`src/rtl/mult_pkg.sv`:
```
// Shared types and constants for the multiplier sequencer.
// No logic; latency and backpressure are defined by the modules that import it.
package mult_pkg;

  localparam int DEF_WIDTH    = 32;
  localparam int DEF_TIMEOUT  = 255;
  localparam int GUARD_CYCLES = 2;

  typedef enum logic [2:0] {
    IDLE,
    ISSUE,
    WAIT,
    GUARD,
    HALT
  } state_t;

endpackage

```
`src/rtl/mult_op_fifo.sv`:
```
// Two-entry operand queue; head visible combinationally, push/pop take effect at the edge.
// Backpressure: full blocks push, empty blocks pop; simultaneous push and pop both apply.
module mult_op_fifo #(
  parameter int DW = 64
) (
  input  logic          clk,
  input  logic          rst,
  input  logic          push,
  input  logic [DW-1:0] push_dat,
  input  logic          pop,
  output logic [DW-1:0] head_dat,
  output logic          full,
  output logic          empty
);

  logic [DW-1:0] mem [2];
  logic          rd_ptr;
  logic          wr_ptr;
  logic [1:0]    count;
  logic          do_push;
  logic          do_pop;

  assign full     = (count == 2'd2);
  assign empty    = (count == 2'd0);
  assign do_push  = push && !full;
  assign do_pop   = pop && !empty;
  assign head_dat = mem[rd_ptr];

  always_ff @(posedge clk) begin
    if (do_push) begin
      mem[wr_ptr] <= push_dat;
    end
  end

  always_ff @(posedge clk) begin
    if (rst) begin
      rd_ptr <= 1'b0;
      wr_ptr <= 1'b0;
      count  <= 2'd0;
    end else begin
      if (do_push) begin
        wr_ptr <= ~wr_ptr;
      end
      if (do_pop) begin
        rd_ptr <= ~rd_ptr;
      end
      case ({do_push, do_pop})
        2'b10:   count <= count + 2'd1;
        2'b01:   count <= count - 2'd1;
        default: count <= count;
      endcase
    end
  end

endmodule

```
`src/rtl/mult_sequencer.sv`:
```
// Feeds queued operand pairs one at a time to an external radix-4 multiplier and returns products.
// Latency: ISSUE + multiplier + 1 to out_valid; one result outstanding, issue held while it is unconsumed.
module mult_sequencer
  import mult_pkg::*;
#(
  parameter int WIDTH   = DEF_WIDTH,
  parameter int TIMEOUT = DEF_TIMEOUT
) (
  input  logic               clk,
  input  logic               rst,
  input  logic               in_valid,
  output logic               in_ready,
  input  logic [WIDTH-1:0]   in_a,
  input  logic [WIDTH-1:0]   in_b,
  output logic               out_valid,
  input  logic               out_ready,
  output logic [2*WIDTH-1:0] out_prod,
  output logic               err,
  output logic               busy,
  output logic               mul_bgn,
  output logic [WIDTH-1:0]   mul_ibusA,
  output logic [WIDTH-1:0]   mul_ibusB,
  input  logic [WIDTH-1:0]   mul_obusA,
  input  logic [WIDTH-1:0]   mul_obusB,
  input  logic               mul_fin
);

  localparam int             CW   = $clog2(TIMEOUT + 1);
  localparam int             GW   = $clog2(GUARD_CYCLES + 1);
  localparam logic [CW-1:0]  TMAX = CW'(TIMEOUT - 1);
  localparam logic [GW-1:0]  GMAX = GW'(GUARD_CYCLES - 1);

  state_t               state;
  logic [CW-1:0]        wait_cnt;
  logic [GW-1:0]        guard_cnt;
  logic                 fifo_full;
  logic                 fifo_empty;
  logic                 fifo_pop;
  logic [2*WIDTH-1:0]   fifo_head;
  logic                 can_issue;

  // A new job only starts once the previous result has left or is leaving this cycle.
  assign can_issue = !fifo_empty && (!out_valid || out_ready);
  assign fifo_pop  = (state == IDLE) && can_issue;
  assign in_ready  = !fifo_full && (state != HALT);
  assign busy      = (state != IDLE);

  mult_op_fifo #(
    .DW (2 * WIDTH)
  ) u_fifo (
    .clk      (clk),
    .rst      (rst),
    .push     (in_valid && in_ready),
    .push_dat ({in_a, in_b}),
    .pop      (fifo_pop),
    .head_dat (fifo_head),
    .full     (fifo_full),
    .empty    (fifo_empty)
  );

  always_ff @(posedge clk) begin
    if (rst) begin
      state     <= IDLE;
      wait_cnt  <= '0;
      guard_cnt <= '0;
      mul_bgn   <= 1'b0;
      mul_ibusA <= '0;
      mul_ibusB <= '0;
      out_valid <= 1'b0;
      out_prod  <= '0;
      err       <= 1'b0;
    end else begin
      mul_bgn <= 1'b0;
      if (out_valid && out_ready) begin
        out_valid <= 1'b0;
      end
      case (state)
        IDLE: begin
          if (can_issue) begin
            {mul_ibusA, mul_ibusB} <= fifo_head;
            mul_bgn                <= 1'b1;
            state                  <= ISSUE;
          end
        end
        ISSUE: begin
          wait_cnt <= '0;
          state    <= WAIT;
        end
        WAIT: begin
          // A fin on the last allowed cycle still counts as a completion.
          if (mul_fin) begin
            out_prod  <= {mul_obusA, mul_obusB};
            out_valid <= 1'b1;
            guard_cnt <= '0;
            state     <= GUARD;
          end else if (wait_cnt == TMAX) begin
            err   <= 1'b1;
            state <= HALT;
          end else begin
            wait_cnt <= wait_cnt + CW'(1);
          end
        end
        GUARD: begin
          if (guard_cnt == GMAX) begin
            state <= IDLE;
          end else begin
            guard_cnt <= guard_cnt + GW'(1);
          end
        end
        HALT: begin
          state <= HALT;
        end
        default: begin
          state <= IDLE;
        end
      endcase
    end
  end

endmodule

```
`config.mk`:
```
export PLATFORM = sky130hd
export DESIGN_NAME = mult_sequencer
export DESIGN_NICKNAME = d
export VERILOG_FILES = /design/src/rtl/mult_pkg.sv /design/src/rtl/mult_op_fifo.sv /design/src/rtl/mult_sequencer.sv
export SDC_FILE = /design/constraint.sdc
export NUM_CORES = 1
export LEC_CHECK = 0
export ABC_CLOCK_PERIOD_IN_PS = 4100
export BUFFER_PORTS_ARGS = -buffer_cell sky130_fd_sc_hd__buf_2
export CAP_MARGIN = 5
export CORE_ASPECT_RATIO = 1.2
export CORE_MARGIN = 1
export CORE_UTILIZATION = 52
export DETAILED_ROUTE_END_ITERATION = 7
export PLACE_DENSITY = 0.79
export SLEW_MARGIN = 15
export SYNTH_ARGS = -nofsm -noshare
export SYNTH_HDL_FRONTEND = slang
export SYNTH_HIERARCHICAL = 1
export SYNTH_SLANG_ARGS = --single-unit
```
`constraint.sdc`:
```
create_clock -name clk -period 4.1 [get_ports clk]
set_input_delay 0.205 -clock clk [delete_from_list [all_inputs] [get_ports clk]]
set_output_delay 0.205 -clock clk [all_outputs]
set_load 0.03 [all_outputs]
```
==> key figures, run 1 <==
Outcome
  • Status: finished clean

Clock tree
  • Clk sink count: 277
  • Reg clk slew, reported paths: 0.06 ns
  • CTS root buffer: clkbuf_16
  • Clock latency on the worst-skew pair: 0.53 ns
  • Post-CTS sizing: 0
  • CTS buffer count: 28
  • CTS tree: built
  • Longest Clk Path Bufs: 3
  • H-tree Lvls: 1

Layout
  • Final std cells w/o fill: 1472
  • Layout cells sized above 1: 32.2%
  • Fillcell total: 1195
  • Most common cell after layout, fill and taps aside: buf_2
  • Leading cell types in the layout, fill and taps excluded: buf_2, dfxtp_1, nand2_1
  • Area growth, synth to finish: 36.4%
  • Area occupied by multi-input gates: 3020 sq um
  • Nets: 1331
  • Antenna Cells: 0
  • Sequential Area: 6830 sq um

Synthesis
  • YS warnings: 6
  • Post-synth EDFFs: 128
  • #FFs+latches synth: 277
  • Area contributors post-synth: edfxtp_1, dfxtp_1, mux2_2, mux2i_1, nand2_1
  • Synth Instances: 809
  • Ys flop type: dfxtp_1
  • Yosys top cell by area: edfxtp_1
  • Avg Cell Area, Syn: 12.5 sq um
  • Yosys cell types: 47
  • Asr flop ratio synth: 0%
  • Top-area cell type share of the netlist area: 37.9%
  • Post-Syn Area: 10200 sq um
  • Seq/Total Area, Yosys: 67.2%
  • Synthesized Nets: 946

Die
  • # IOs: 266
  • FP Rows: 55
  • Die H: 155 um
  • Die Wd: 130 um
  • Die area: 20100 sq um
  • Core Box Area: 19000 sq um
  • Initial core utilization: 53.5%

Placement
  • Place WS: 1.47 ns
  • Detailed placement HPWL: 13600 um
  • Routability cong.: 0.755
  • Placed Cells: 1292
  • Buffers on Ports: 265

STA
  • Final setup fails: 0
  • Worst Skew: 0.0108 ns
  • Max Freq: 383 MHz
  • Final Cycle Share: 63.7%
  • Slew margin rel.: 27.7%
  • RSZ-0062 raised after global routing: false
  • Max Slew Vio Count: 0
  • Slew @ Worst Pin: 1.08 ns
  • Fin. Hold Viols: 0
  • Minimum clock period: 2.61 ns
  • Final TNS setup: 0 ns
  • Final setup margin: 1.49 ns

Power and ir drop
  • PwrDens: 706 nW/um^2
  • Max VDD drop: 0.416 mV
  • Pleak: 5.61 nW

Min path
  • Hold Path Stages: 4
  • Min-Delay Path Class: in2reg

Global routing
  • Vias in the first global route: 7598
  • Total track usage: 24.3%
  • Largest net degree at the start of global routing: 99
  • Initial antenna violation count: 0
  • First-pass GRT wire length: 38200 um
  • Grt ovf: 0

Setup path
  • Worst setup EP type: register
  • CP Data Arrival Time: 2.82 ns
  • Critical Path Start Type: register
  • WS Path Type: reg2reg
  • Worst reg2reg path depth: 7
  • Critical path fanouts, max: 36
  • CP required: 4.31 ns

Drt
  • Vias: 7540
  • Number of remaining DRC errors: 0
  • Initial DRC count: 444
  • First drt pass iteration count: 5
  • Routed WL: 24900 um
  • Routed vias/inst: 5.12
  • Post-route ant nets: 0
  • Routed WL per cell: 16.9 um

Run
  • Max-cap violations: 0
-- state kept, by name, indices dropped and copies added, names as in the netlist, 2 cells and up, named ones only --
signal	flops
state	3
out_prod	64
u_fifo/count	2
mul_ibusB	32
guard_cnt	2
mul_ibusA	32
wait_cnt	8
u_fifo/mem	128
-- through the flow --
step / utilization (%) / hold WS (ns) / power [W] / instance area, sq um
finish: 72.9 / 0.0899 / 0.00978 / 13800
CTS: 72.9 / 0.0593 / 0.00980 / 13800
global route: 72.9 / 0.0754 / 0.0102 / 13800
floorplan: - / 0.274 / 0.00641 / 10200
global placement: 61.2 / 0.393 / 0.00702 / 11600
detailed placement: 61.2 / 0.397 / 0.00711 / 11600
-- per-layer routing --
metal	global-route usage (%)	vias to the layer above	share of wire, %
met1	28.5	3560	40
met5	0	-	0
met3	5.91	55	7.6
met4	8.08	0	2.6
li1	-	3605	-
met2	43.3	320	50
-- what timing repair did --
action,4_1_cts,5_1_grt
buffers inserted,0,0
hold buffers,128,0
endpoints found under the hold margin,192,0
-- final cells by class --
class	count	share of cell area, %
clock buffer	33	5.35
clock inverter	19	1.45
inverter	6	0.163
multi-input combinational	479	21.8
timing repair buffer	402	19.6
sequential	277	49.3
tap	256	2.31
-- power breakdown --
part,total (W),switching [W],internal [W]
Clock,0.00258,0.00104,0.00155
Sequential,0.00394,0.000321,0.00362
Combinational,0.00325,0.00202,0.00124
Total,0.00978,0.00337,0.00641
-- worst paths after layout --
kind	from	end	slack (ns)
hold reg to reg	out_prod[46]$_SDFFE_PP0P_	out_prod[46]$_SDFFE_PP0P_	0.45
setup reg to reg	state[1]$_SDFFE_PP0P_	u_fifo/mem[0][23]$_DFFE_PP_	1.49
setup / recovery	state[1]$_SDFFE_PP0P_	u_fifo/mem[0][23]$_DFFE_PP_	1.49
hold / removal	out_ready	out_valid$_SDFF_PP0_	0.09
-- worst max-delay path: stages (launching register included) --
cell,delay (ns)
dfxtp_1,0.57
nor2_1,0.07
a21oi_1,0.20
and2_1,0.18
inv_1,0.05
or3_1,0.37
inv_2,0.52
buf_12,0.31
-- logic make-up (layout without fill, tap and decap cells) --
logic type               Yosys count  in the layout  synth area share, %
flip-flops                       277            277                 67.2
AND/OR/NAND/NOR                  251            251                 10.5
multiplexers                     131            131                 13.7
AO/OA/AOI/OAI                     90             90                 4.67
buffers and inverters             53            460                 3.08
adder cells (fa/ha/maj)            4              4                0.493
XOR/XNOR                           3              3                0.259
-- synth_stat cells (2+ instances only) --
library cell  number
or3_1              5
nand4_1            2
o21ai_1            2
buf_12             5
nor2b_1            2
and3_1             3
o21a_1             2
nand2_1          136
buf_2             11
edfxtp_1         128
o21ai_0            2
a31oi_1            3
ha_1               4
nor4_1             2
mux2_2            64
nor3_1             3
dfxtp_1          149
nand3_1            6
nor2_1            79
xnor2_1            2
buf_1              4
clkbuf_1          24
buf_6              2
inv_1              5
a21oi_1           76
mux2i_1           67
No activity file was read; power rests on OpenSTA's default activity.
==> inputs of run 2 (changes only) <==
Settings changed: ABC_AREA from default to 1, ABC_CLOCK_PERIOD_IN_PS 4100 to 2140, CORE_UTILIZATION 52 to 48, PLACE_DENSITY 0.79 to 0.76.
Clock period 4.1 ns to 2.14 ns, I/O delays scaled along.
==> key figures, run 2 <==
Min path
  • Min-Delay Path Class: in2reg

Global routing
  • First-pass GRT wire length: 40600 um (+6.4%)
  • Largest net degree at the start of global routing: 70 (-29%)
  • Grt ovf: 0 (unchanged)
  • Total track usage: 23.1% (-1.2 points)
  • Initial antenna violation count: 1 (+1)
  • Vias in the first global route: 8212 (+8.1%)

Die
  • Die Wd: 138 um (+6.1%)
  • Die H: 165 um (+6.2%)
  • FP Rows: 59 (+7.3%)
  • Core Box Area: 21600 sq um (+14%)
  • Initial core utilization: 48.9% (-4.6 points)
  • # IOs: 266 (unchanged)
  • Die area: 22600 sq um (+13%)

Placement
  • Detailed placement HPWL: 15100 um (+11%)
  • Buffers on Ports: 265 (unchanged)
  • Routability cong.: 0.768 (+1.7%)

Synthesis
  • Post-synth EDFFs: 128 (unchanged)
  • Ys flop type: dfxtp_1
  • #FFs+latches synth: 277 (unchanged)
  • Yosys cell types: 26 (-45%)
  • Avg Cell Area, Syn: 11.2 sq um (-11%)
  • Seq/Total Area, Yosys: 64.5% (-2.7 points)
  • Xor/xnor share of the synthesized area: 0% (-0.26 points)
  • Most common cell in the synthesized netlist: nor2_1
  • Main combinational cell family by area after synthesis: simple AND/OR/NAND/NOR gates
  • Adder-Cell Fraction of Synth Area: 0.473% (-0.020 points)
  • Top-area cell type share of the netlist area: 36.3% (-1.5 points)
  • Synth Instances: 944 (+17%)
  • YS warnings: 6 (unchanged)
  • Asr flop ratio synth: 0% (unchanged)
  • Post-Syn Area: 10600 sq um (+4.2%)
  • Synth Area in Compound Gates: 6.74% (+2.1 points)
  • Synthesized Nets: 1081 (+14%)
  • Yosys top cell by area: edfxtp_1
  • Post-synthesis simple-gate area fraction: 14.4% (+3.9 points)
  • Commonest cells in the netlist: nor2_1, dfxtp_1, edfxtp_1
  • Multiplexer share of the synthesized area: 8.94% (-4.8 points)
  • Area contributors post-synth: edfxtp_1, dfxtp_1, mux2_4, nor2_1, nand2_1

Power and ir drop
  • Max VDD drop: 1.30 mV (+210%)
  • Power, Total: 0.0187 W (+91%)
  • PwrDens: 1300 nW/um^2 (+84%)
  • Pleak: 6.07 nW (+8.1%)

Clock tree
  • Clk sink count: 277 (unchanged)
  • CTS buffer count: 27 (-3.6%)
  • Post-CTS sizing: 0 (unchanged)
  • Longest Clk Path Bufs: 3 (unchanged)
  • Reg clk slew, reported paths: 0.07 ns (about the same)
  • H-tree Lvls: 1 (unchanged)
  • Clock latency on the worst-skew pair: 0.53 ns (about the same)
  • CTS root buffer: clkbuf_16
  • CTS tree: built
  • Postcts setup bufs: 0 (unchanged)

Layout
  • Leading cell types in the layout, fill and taps excluded: buf_2, nor2_1, dfxtp_1
  • Most common cell after layout, fill and taps aside: buf_2
  • Sequential Area: 6840 sq um (+0.18%)
  • Area occupied by multi-input gates: 3250 sq um (+7.6%)
  • Largest registers: u_fifo/mem x128, out_prod x64
  • Fillcell total: 1519 (+27%)
  • Layout cells sized above 1: 30.3% (-2.0 points)
  • Register with the most flip-flops: u_fifo/mem
  • Max reg flops: 128 (unchanged)
  • Nets: 1468 (+10%)
  • Util after Layout: 66.4% (-6.5 points)
  • Area growth, synth to finish: 35.7%

Setup path
  • Critical Path Start Type: register
  • Worst setup EP type: register
  • Critical path fanouts, max: 68 (+89%)
  • WS Path Type: reg2reg
  • Slowest CP cell: dlygate4sd3_1
  • Worst R2R Setup Slack: 0.16 ns (-1.33 ns)
  • Worst path bufs/invs: 3 (unchanged)
  • Reg-to-reg endpoint: out_prod[34]$_SDFFE_PP0P_
  • Setup crit end: out_prod[34]$_SDFFE_PP0P_
  • Delay-heaviest family, CP: buffers and inverters
  • Critical Path Max Stage Delay: 0.59 ns (+0.02 ns)
  • WP depth: 7 (unchanged)
  • CP Cell Sequence: nor2_1 -> nand2_2 -> inv_2 -> buf_12 -> nand3_1 -> dlygate4sd3_1 -> a21oi_1
  • CP Data Arrival Time: 2.44 ns (-0.38 ns)
  • Worst R2R Start: state[0]$_SDFFE_PP0P_
  • CP required: 2.60 ns (-1.71 ns)
  • Worst reg2reg path depth: 7 (unchanged)
  • CP startpoint: state[0]$_SDFFE_PP0P_

STA
  • Slew margin rel.: 54.9% (+27 points)
  • Smallest hold slack: 0.0829 ns (-0.00704 ns)
  • Fin. Hold Viols: 0 (unchanged)
  • Max Slew Vio Count: 0 (unchanged)
  • RSZ-0062 raised after global routing: false
  • Slew @ Worst Pin: 0.676 ns (-0.409 ns)
  • Final Cycle Share: 92.6% (+29 points)
  • Final setup fails: 0 (unchanged)
  • Final TNS setup: 0 ns (unchanged)
  • Worst Skew: 0.00915 ns (-0.00165 ns)
  • Minimum clock period: 1.98 ns (-0.631 ns)
  • Max Freq: 505 MHz (+32%)

Drt
  • Vias: 8443 (+12%)
  • Number of remaining DRC errors: 0 (unchanged)
  • Routed vias/inst: 5.19 (+1.3%)
  • Routed WL: 27300 um (+9.3%)
  • Routed WL per cell: 16.8 um (-1.1%)
  • Post-route ant nets: 0 (unchanged)
  • First drt pass iteration count: 5 (unchanged)
  • Initial DRC count: 566 (+27%)

Outcome
  • Status: finished clean

Run
  • Max-cap violations: 0 (unchanged)
run 2: area by class of cell:
| type | count | share of cell area [%] |
|---|---|---|
| inverters | 31 | 0.837 |
| well taps | 274 | 2.39 |
| clock buffers | 33 | 4.86 |
| multi-input cells | 578 | 22.6 |
| repair buffers | 416 | 20.3 |
| flip-flops and latches | 277 | 47.7 |
| clock inverters | 16 | 1.27 |
| diodes | 2 | 0.0349 |
run 2: worst min-delay path by stage:
stage / to / startpoint / cells past startpoint / slack, ns
5_1_grt: out_valid$_SDFF_PP0_ / rst / 3 / 0.09
3_3_place_gp: u_fifo/mem[0][58]$_DFFE_PP_ / in_a[26] / 1 / 0.30
2_1_floorplan: u_fifo/mem[0][0]$_DFFE_PP_ / in_b[0] / 0 / 0.21
3_5_place_dp: u_fifo/mem[0][55]$_DFFE_PP_ / in_a[23] / 1 / 0.30
4_1_cts: u_fifo/wr_ptr$_SDFFE_PP0N_ / in_valid / 6 / 0.06
6_report: mul_ibusA[8]$_SDFFE_PP0P_ / rst / 4 / 0.08
run 2: layer usage:
| layer | wire length, um | track usage [%] |
|---|---|---|
| met1 | 10500 | 26.8 |
| met2 | 13700 | 42.0 |
| met3 | 2480 | 4.60 |
| met4 | 591 | 7.84 |
| met5 | 0 | 0 |
run 2: worst min-delay path, cell delays in order:
cell and delay [ns]:
buf_2 0.17, inv_2 0.14, o21ai_0 0.10, nor2_1 0.04
run 2: cell families after synthesis:
kind of cell / count (synthesis)
multiplexers: 64
buffers and inverters: 89
AO/OA/AOI/OAI: 142
flip-flops: 277
adder cells (fa/ha/maj): 4
AND/OR/NAND/NOR: 368
run 2: metrics by stage:
step / cell area (sq um) / cells / setup WS, ns
final: 14400 / 1627 / 0.158
after global routing: 14400 / 1626 / 0.0332
after CTS: 14400 / 1625 / 0.203
after detailed placement: 12100 / 1443 / 0.305
after global placement: 12100 / 1443 / 0.311
after floorplan: 10600 / 944 / -0.0756
run 2: timing repair:
item | 4_1_cts | 5_1_grt
endpoints found under the hold margin | 193 | 0
endpoints found under the setup margin | 0 | 0
hold buffers | 133 | 0
run 2: where the power goes:
group / internal, W / switching [W] / total, W
sequential: 0.00692 / 0.000654 / 0.00758
clock: 0.00279 / 0.00196 / 0.00476
combinational: 0.00228 / 0.00406 / 0.00633
total: 0.0120 / 0.00667 / 0.0187
==> inputs of run 3 (changes only) <==
Settings changed: ABC_AREA 1 to default, CORE_UTILIZATION 48 to 47, PLACE_DENSITY 0.76 to 0.75.
==> key figures, run 3 (same netlist as run 1, synthesis figures left out) <==
Power and ir drop
  • Switching Share: 34.1% (-1.7 points)
  • Sequential power share: 39.8% (-0.8 points)
  • Comb power frac: 34.9% (+1.0 points)
  • Power, Total: 0.0187 W (+0.14%)
  • Pleak: 5.66 nW (-6.7%)
  • Clock power frac: 25.3% (-0.2 points)
  • Power Internal: 0.0123 W (+2.7%)
  • Switching power: 0.00637 W (-4.5%)
  • PwrDens: 1330 nW/um^2 (+2.6%)
  • Max VDD drop: 0.933 mV (-28%)

Outcome
  • Status: finished clean

Die
  • Die H: 163 um (-0.98%)
  • Die Wd: 136 um (-0.97%)
  • Initial core utilization: 48.2% (-0.66 points)
  • Die area: 22200 sq um (-1.9%)
  • # IOs: 266 (unchanged)
  • FP Rows: 58 (-1.7%)
  • Core Box Area: 21000 sq um (-2.7%)

STA
  • Final Cycle Share: 92.2% (-0.38 points)
  • Minimum clock period: 1.97 ns (-0.00822 ns)
  • Max Freq: 507 MHz (+0.42%)
  • Slew margin rel.: 65.8% (+11 points)
  • Final setup fails: 0 (unchanged)
  • Max Slew Vio Count: 0 (unchanged)
  • Slew @ Worst Pin: 0.512 ns (-0.164 ns)
  • Worst Skew: 0.0115 ns (+0.00232 ns)
  • Fin. Hold Viols: 0 (unchanged)
  • Smallest hold slack: 0.0308 ns (-0.0521 ns)
  • RSZ-0062 raised after global routing: false

Clock tree
  • Reg clk slew, reported paths: 0.06 ns (about the same)
  • Clk sink count: 277 (unchanged)
  • CTS tree: built
  • Hold Buf Count CTS: 129 (-3.0%)
  • H-tree Lvls: 1 (unchanged)
  • Post-CTS sizing: 0 (unchanged)
  • Clock latency on the worst-skew pair: 0.51 ns (-0.02 ns)
  • CTS buffer count: 26 (-3.7%)
  • Longest Clk Path Bufs: 3 (unchanged)
  • Postcts setup bufs: 0 (unchanged)
  • CTS root buffer: clkbuf_16

Setup path
  • Worst setup EP type: register
  • CP required: 2.58 ns (-0.02 ns)
  • CP Cell Sequence: or3_4 -> nor3_4 -> o21a_1 -> ha_4 -> xnor2_1 -> or3_1 -> a21oi_1
  • CP Data Arrival Time: 2.42 ns (-0.02 ns)
  • Critical Path Start Type: register
  • Critical path fanouts, max: 3 (-96%)
  • Critical Path Max Stage Delay: 0.41 ns (-0.18 ns)
  • WS Path Type: reg2reg
  • Worst reg2reg path depth: 7 (unchanged)
  • Delay-heaviest family, CP: simple AND/OR/NAND/NOR gates
  • Slowest CP cell: or3_4
  • WP depth: 7 (unchanged)
  • Worst path bufs/invs: 0 (-3)

Layout
  • Layout cells sized above 1: 33.0% (+2.7 points)
  • Sequential Area: 6830 sq um (-0.15%)
  • Area growth, synth to finish: 38.0%
  • Register with the most flip-flops: u_fifo/mem
  • Antenna Cells: 0 (-2)
  • Area occupied by multi-input gates: 3060 sq um (-5.9%)
  • Most common cell after layout, fill and taps aside: buf_2
  • Max reg flops: 128 (unchanged)
  • Fillcell total: 1475 (-2.9%)
  • Largest registers: u_fifo/mem x128, out_prod x64
  • Nets: 1338 (-8.9%)
  • Leading cell types in the layout, fill and taps excluded: buf_2, dfxtp_1, nand2_1

Global routing
  • Largest net degree at the start of global routing: 67 (-4.3%)
  • Grt ovf: 0 (unchanged)
  • First-pass GRT wire length: 38600 um (-4.9%)
  • Vias in the first global route: 7846 (-4.5%)
  • Total track usage: 22.1% (-1.0 points)
  • Initial antenna violation count: 1 (unchanged)

Run
  • Max-cap violations: 0 (unchanged)

Min path
  • Min-Delay Path Class: in2reg
  • Hold Path Stages: 4 (unchanged)

Drt
  • Number of remaining DRC errors: 0 (unchanged)
  • Routed vias/inst: 5.03 (-3.1%)
  • Vias: 7499 (-11%)
  • Routed WL: 24500 um (-10%)
  • Initial DRC count: 352 (-38%)
  • Post-route ant nets: 0 (unchanged)
  • First drt pass iteration count: 4 (-1)
  • Routed WL per cell: 16.4 um (-2.1%)

Placement
  • Buffers on Ports: 265 (unchanged)
  • Routability cong.: 0.755 (-1.6%)
  • Detailed placement HPWL: 13900 um (-7.8%)
-- run 3: changes by cell type in the layout (fill, tap and decap cells not counted), moves of 4 or more --
cell / before / now
clkbuf_8: 0 / 5
dlygate4sd3_1: 133 / 129
inv_1: 23 / 3
inv_2: 7 / 1
mux2_2: 4 / 64
mux2_4: 60 / 0
mux2i_1: 0 / 67
nand2_1: 111 / 136
nand3_1: 75 / 5
nor2_1: 162 / 79
o21ai_0: 66 / 2
or3_1: 0 / 4
-- run 3: worst paths after layout --
path,from,end,slack (ns)
hold reg to reg,out_prod[63]$_SDFFE_PP0P_,out_prod[63]$_SDFFE_PP0P_,0.45
setup reg to reg,state[1]$_SDFFE_PP0P_,u_fifo/count[1]$_SDFFE_PP0P_,0.17
hold / removal,mul_fin,state[2]$_SDFFE_PP0P_,0.03
setup / recovery,state[1]$_SDFFE_PP0P_,u_fifo/count[1]$_SDFFE_PP0P_,0.17
-- run 3: area by class of cell --
| class | count | share of cell area [%] |
|---|---|---|
| Tap cell | 270 | 2.41 |
| Inverter | 6 | 0.205 |
| Clock inverter | 10 | 0.866 |
| Timing Repair Buffer | 411 | 20.5 |
| Multi-Input combinational cell | 479 | 21.8 |
| Sequential cell | 277 | 48.7 |
| Clock buffer | 38 | 5.47 |
-- run 3: power groups by stage --
stage	clock network, W	logic (W)	registers (W)
after floorplan	0	0.00363	0.00876
after global placement	0	0.00626	0.00747
after detailed placement	0	0.00635	0.00753
after CTS	0.00482	0.00656	0.00743
after global routing	0.00501	0.00705	0.00757
final	0.00473	0.00652	0.00744
-- run 3: per-layer routing --
layer / track usage, % / vias to the layer above / share of wire [%]
met5: 0 / - / 0.053
met2: 39.8 / 286 / 51
met3: 4.95 / 32 / 7.7
met4: 6.01 / 2 / 1.8
met1: 26.2 / 3570 / 40
li1: - / 3609 / -
-- run 3: through the flow --
stage | util, % | cells | worst slack (ns) | TNS, ns | area [sq um]
after floorplan | - | 809 | -0.246 | -23.11 | 10200
after global placement | 56.2 | 1314 | 0.255 | 0 | 11800
after detailed placement | 56.2 | 1314 | 0.207 | 0 | 11800
after CTS | 66.6 | 1491 | 0.179 | 0 | 14000
after global routing | 66.6 | 1491 | 0.0317 | 0 | 14000
final | 66.6 | 1491 | 0.166 | 0 | 14000
-- run 3: worst min-delay path, stage by stage --
cell and delay (ns):
buf_2 0.16, nor3_1 0.06, a21oi_1 0.11, nor4_1 0.06
